--- config.mk ---
export PLATFORM = sky130hd
export DESIGN_NAME = dmem_bridge
export DESIGN_NICKNAME = d
export VERILOG_FILES = /design/src/rtl/dmem_pkg.sv /design/src/rtl/dmem_bridge_load_align.sv /design/src/rtl/dmem_bridge.sv
export SDC_FILE = /design/constraint.sdc
export NUM_CORES = 1
export LEC_CHECK = 0
export BUFFER_PORTS_ARGS = -buffer_cell sky130_fd_sc_hd__buf_2
export CORE_ASPECT_RATIO = 0.7
export CORE_MARGIN = 2
export CORE_UTILIZATION = 40
export CTS_CLUSTER_DIAMETER = 50
export DETAILED_ROUTE_END_ITERATION = 16
export MAX_ROUTING_LAYER = met4
export PLACE_DENSITY = 0.71
export RECOVER_POWER = 100
export SLEW_MARGIN = 0
export SYNTH_ARGS = -nofsm -noshare
export SYNTH_HDL_FRONTEND = slang
export SYNTH_SLANG_ARGS = --single-unit
--- constraint.sdc ---
create_clock -name clk_i -period 2.2 [get_ports clk_i]
set_clock_uncertainty 0.2 [all_clocks]
set_input_delay 0.55 -clock clk_i [delete_from_list [all_inputs] [get_ports clk_i]]
set_output_delay 0.55 -clock clk_i [all_outputs]
set_load 0.01 [all_outputs]
--- src/rtl/dmem_pkg.sv ---
// dmem_pkg: shared FSM state and access-size encodings for the data-memory bridge.
package dmem_pkg;
    typedef enum logic [1:0] {IDLE, REQ, RESP, DONE} state_e;
    localparam logic [1:0] SZ_B = 2'b00;
    localparam logic [1:0] SZ_H = 2'b01;
    localparam logic [1:0] SZ_W = 2'b10;
endpackage

--- src/rtl/dmem_bridge_load_align.sv ---
// load_align: selects the addressed lane of a bus read word and sign/zero-extends it.
module load_align
    import dmem_pkg::*;
(
    input  logic [31:0] i_rdata,
    input  logic [1:0]  i_addr,
    input  logic [2:0]  i_funct3,
    output logic [31:0] o_data
);
    logic [31:0] w_shb;
    logic [31:0] w_shh;
    logic        w_sign;
    assign w_shb  = i_rdata >> {i_addr, 3'b000};
    assign w_shh  = i_rdata >> {i_addr[1], 4'b0000};
    assign w_sign = ~i_funct3[2];
    // Size 11 only reaches here with trapping disabled; it reads as a word.
    assign o_data = (i_funct3[1:0] == SZ_B) ? {{24{w_sign & w_shb[7]}}, w_shb[7:0]} :
                    (i_funct3[1:0] == SZ_H) ? {{16{w_sign & w_shh[15]}}, w_shh[15:0]} :
                    i_rdata;
endmodule

--- src/rtl/dmem_bridge.sv ---
// dmem_bridge: RV32I load/store bridge onto a valid/grant data bus, one access in flight.
// Define DMEM_MISALIGN_TRAP_EN to complete misaligned/illegal accesses locally with err_o.
module dmem_bridge
    import dmem_pkg::*;
#(
    parameter int ADDR_W = 32
) (
    input  logic              clk_i,
    input  logic              rst_ni,
    input  logic              req_i,
    input  logic              mem_write_i,
    input  logic [2:0]        funct3_i,
    input  logic [ADDR_W-1:0] addr_i,
    input  logic [31:0]       wdata_i,
    input  logic [3:0]        we_i,
    output logic              stall_o,
    output logic              done_o,
    output logic [31:0]       rdata_o,
    output logic              err_o,
    output logic              d_req_o,
    input  logic              d_gnt_i,
    output logic [ADDR_W-1:0] d_addr_o,
    output logic [3:0]        d_we_o,
    output logic [31:0]       d_wdata_o,
    input  logic              d_rvalid_i,
    input  logic [31:0]       d_rdata_i
);
    state_e            r_state;
    state_e            w_next;
    logic              r_write;
    logic [2:0]        r_funct3;
    logic [ADDR_W-1:0] r_addr;
    logic [31:0]       r_wdata;
    logic [3:0]        r_be;
    logic              r_err;
    logic [31:0]       r_rdata;
    logic [31:0]       w_load;
    logic              w_misalign;

`ifdef DMEM_MISALIGN_TRAP_EN
    assign w_misalign = (funct3_i[1:0] == SZ_H && addr_i[0]) ||
                        (funct3_i[1:0] == SZ_W && addr_i[1:0] != 2'b00) ||
                        (funct3_i[1:0] == 2'b11);
`else
    assign w_misalign = 1'b0;
`endif

    load_align u_load_align (
        .i_rdata  (d_rdata_i),
        .i_addr   (r_addr[1:0]),
        .i_funct3 (r_funct3),
        .o_data   (w_load)
    );

    always_comb begin
        w_next  = r_state;
        d_req_o = 1'b0;
        done_o  = 1'b0;
        unique case (r_state)
            IDLE: w_next = req_i ? (w_misalign ? DONE : REQ) : IDLE;
            REQ: begin
                d_req_o = 1'b1;
                w_next  = d_gnt_i ? (r_write ? DONE : RESP) : REQ;
            end
            RESP: w_next = d_rvalid_i ? DONE : RESP;
            DONE: begin
                done_o = 1'b1;
                w_next = IDLE;
            end
            default: w_next = IDLE;
        endcase
    end

    always_ff @(posedge clk_i or negedge rst_ni) begin
        if (!rst_ni) begin
            r_state  <= IDLE;
            r_write  <= 1'b0;
            r_funct3 <= '0;
            r_addr   <= '0;
            r_wdata  <= '0;
            r_be     <= '0;
            r_err    <= 1'b0;
            r_rdata  <= '0;
        end else begin
            r_state <= w_next;
            if (r_state == IDLE && req_i) begin
                r_write  <= mem_write_i;
                r_funct3 <= funct3_i;
                r_addr   <= addr_i;
                r_wdata  <= wdata_i;
                r_be     <= we_i;
                r_err    <= w_misalign;
            end
            if (r_state == RESP && d_rvalid_i) r_rdata <= w_load;
        end
    end

    assign stall_o   = req_i & ~done_o;
    assign err_o     = done_o & r_err;
    assign rdata_o   = r_rdata;
    assign d_addr_o  = {r_addr[ADDR_W-1:2], 2'b00};
    assign d_we_o    = (r_state == REQ && r_write) ? r_be : 4'b0000;
    assign d_wdata_o = (r_funct3[1:0] == SZ_B) ? {4{r_wdata[7:0]}} :
                       (r_funct3[1:0] == SZ_H) ? {2{r_wdata[15:0]}} : r_wdata;
endmodule

==> flow_metrics.tcl <==
set metrics [dict create \
    synthesis.instances 442 \
    synth_most_common_cell "dfrtp_1" \
    clock_path_buffers 2 \
    crit_path_start_kind "register" \
    hpwl_um 10000 \
    drive_gt1_share_pct 33.8 \
    core_mm2 0.0126 \
    synth_edf_count 0 \
    grt_pass1_wl_um 21600 \
    start_util_pct 41.5 \
    fin_crit_ns 2.26 \
    synth_area_leaders "dfrtp_1 51%, mux2_1 14%, buf_4 6.0%" \
    syn_area_mm2 0.00523 \
    stdcell_area_mm2 0.00658 \
    slew_headroom_pct 61.9 \
    cts_root_buffer "clkbuf_16" \
    rsz0062_at_grt "true" \
    gr-usage-all-layers_pct 20.2 \
    p_per_area_mw_per_mm2 1570 \
    arrival_ns 1.51 \
    routed_via_density 5.33 \
    routed_wl_um 14000 \
    antenna_found_initial 0 \
    hold_viol_final 0 \
    switching_share_pct 38.2 \
    port_buffers 209 \
    combPwrFrac_pct 47.5 \
    syn_area_per_cell_um2 11.8 \
    violations "setup timing" \
    cts_buffers 9 \
    tightest_slew_ns 0.570 \
    total_power_w 0.0103 \
    fp.dieW_um 141 \
    area_growth_pct 25.9 \
    dr_total_vias 4132 \
    clock_sinks 106 \
    worstSetupPathType "register to output pin" \
    place_area_mm2 0.00618 \
    drtAntennaViolNets 0 \
    die_h_um 99.7 \
    p_seq_share_pct 35.6 \
    yosysTopAreaCell "dfrtp_1" \
    status "complete, but fails checks" \
    insertion_delay_ns 0.34 \
    dp.cells 756 \
    drt_iter0_markers 200 \
    ys_ff_latch 106 \
    num_rows 34 \
    avgRoutedWirePerCell_um 18.0 \
    synth_top_area_share_pct 50.7 \
    slew_viol_final 0 \
    dr.pass1.iters 5 \
    dieArea_mm2 0.0140 \
    power_switching_w 0.00395 \
    grt-ovfl-total 0 \
    path_clk_slew_ns 0.08 \
    hp-class "input pin to register" \
    worst_slack_ns -0.0645 \
    p_leak_nw 3.04 \
    yosysSeqAreaShare_pct 50.7 \
    drv_cap 0 \
    crit_fanout 8 \
    netlist-cell-type-count 39 \
    cts_tree "done" \
    drc 0 \
    crit_path_end_kind "output pin" \
    required_ns 1.45 \
    utilization_pct 52.3 \
    io_pins 213 \
    finalSetupViolCount 8 \
    synth_ff_type "dfrtp_1" \
    max_clock_freq_mhz 442 \
    h-tree-depth 3 \
    clkPwrFrac_pct 17.0 \
    min_period_over_period_pct 103 \
    grt_max_degree 50 \
    ir_worst_vdd_uv 854 \
    grt_pass1_vias 4099 \
    async_flop_share_pct 100 \
    p_int_w 0.00638 \
    gp_congestion 0.812 \
    yosys_warnings 0 \
    instances_no_fill 775 \
    final.setup.tns_ns -0.470 \
    synth_common_cells "106 x dfrtp_1, 66 x mux2_1, 42 x buf_4, 33 x nand3_1, 27 x mux2_2" \
    diodes 0 \
    finalNetCount 717 \
]
-- path summary, 6_finish.rpt --
path,start,endpoint,slack (ns),depth (start not counted)
min in group asynchronous,rst_ni,r_addr[4],0.53,2
worst max register to register,r_funct3[0],rdata_o[4],0.07,5
worst min register to register,r_addr[26],r_addr[26],0.29,1
max in group asynchronous,rst_ni,r_funct3[1],0.30,3
worst max-delay path,r_funct3[1],d_wdata_o[8],-0.06,4
worst min-delay path,addr_i[1],r_addr[1],0.22,3
-- cells in the final DEF (no fill, tap or decap), types with 2 or more instances in the layout --
cell type  synthesis  layout
nor2_1            11      11
bufinv_16          0       2
a22o_1             8       8
nand2_1           26      26
buf_2             20     117
nand3_1           33      33
dfrtp_2            0       2
mux2i_1            8       7
clkbuf_16          0       9
o21ai_0            8       4
mux2_2            27      11
mux2_1            66      68
clkbuf_1           7      71
buf_4             42       7
o21ai_1            9      13
nor3b_1            2       2
a32oi_1            7       7
a22oi_1            8       8
nor2b_1            5       4
clkbuf_2           0       7
inv_6              0       2
o22a_1             7       7
clkinv_4           0       2
a21oi_1            8       8
mux2_4             3      17
conb_1             1       3
buf_12             0       3
and3_1             4       4
dfrtp_1          106     104
clkbuf_4           0       2
a31oi_1            7       7
buf_6              2      18
-- cells by family after synthesis --
| logic type | Yosys count | synth area share (%) |
|---|---|---|
| DFF | 106 | 50.7 |
| and+or+nand+nor | 90 | 8.56 |
| buffers and inverters | 74 | 9.09 |
| other | 1 | 0.0717 |
| AOI/OAI and AO/OA | 66 | 8.71 |
| muxes | 105 | 22.8 |
-- power groups by stage --
stage / clock (W) / sequential (W) / combinational [W]
3_3_place_gp: 0 / 0.00357 / 0.00442
4_1_cts: 0.00181 / 0.00363 / 0.00486
6_report: 0.00175 / 0.00367 / 0.00490
2_1_floorplan: 0 / 0.00351 / 0.00331
5_1_grt: 0.00188 / 0.00380 / 0.00530
3_5_place_dp: 0 / 0.00362 / 0.00451
-- worst max-delay path: stages (launching register included) --
cell and delay [ns]:
dfrtp_2 0.45, nor2_4 0.14, buf_12 0.15, mux2_4 0.31, buf_6 0.12
-- timing repair --
action | 4_1_cts | 5_1_grt
hold buffers | 1 | 0
gates resized for setup | 24 | 21
gates cloned | 1 | 0
buffers inserted | 1 | 0
setup endpoints to repair | 23 | 27
pin swaps | 1 | 1
hold endpoints to repair | 18 | 0
-- layout make-up --
type	count	area (um^2)
multi-input cells	264	2170
fillers	1145	6010
clock buffers	9	225
well taps	162	203
inverters	1	3.75
clock inverters	7	100
flip-flops and latches	106	2660
repair buffers	226	1230
-- per-layer routing --
metal	global-route usage [%]	wire, um	vias to the layer above
met4	3.92	108	0
li1	-	-	1871
met3	5.34	1200	15
met5	-	0	-
met2	32.6	6620	209
met1	26.0	6040	2037
-- per-stage QoR --
stage / hold slack (ns) / setup slack, ns
2_1_floorplan: 0.0544 / 0.121
3_3_place_gp: 0.261 / 0.226
3_5_place_dp: 0.267 / 0.170
4_1_cts: 0.197 / -0.0624
5_1_grt: 0.213 / -0.0945
6_report: 0.217 / -0.0645
-- registers in the layout, summed over array words and instances, names as in the netlist, named ones only --
| register | count |
|---|---|
| r_write | 1 |
| r_addr | 32 |
| r_funct3 | 3 |
| r_be | 4 |
| r_state | 1 |
| rdata_o | 32 |
| r_wdata | 32 |
No activity file was read; power rests on OpenSTA's default activity.
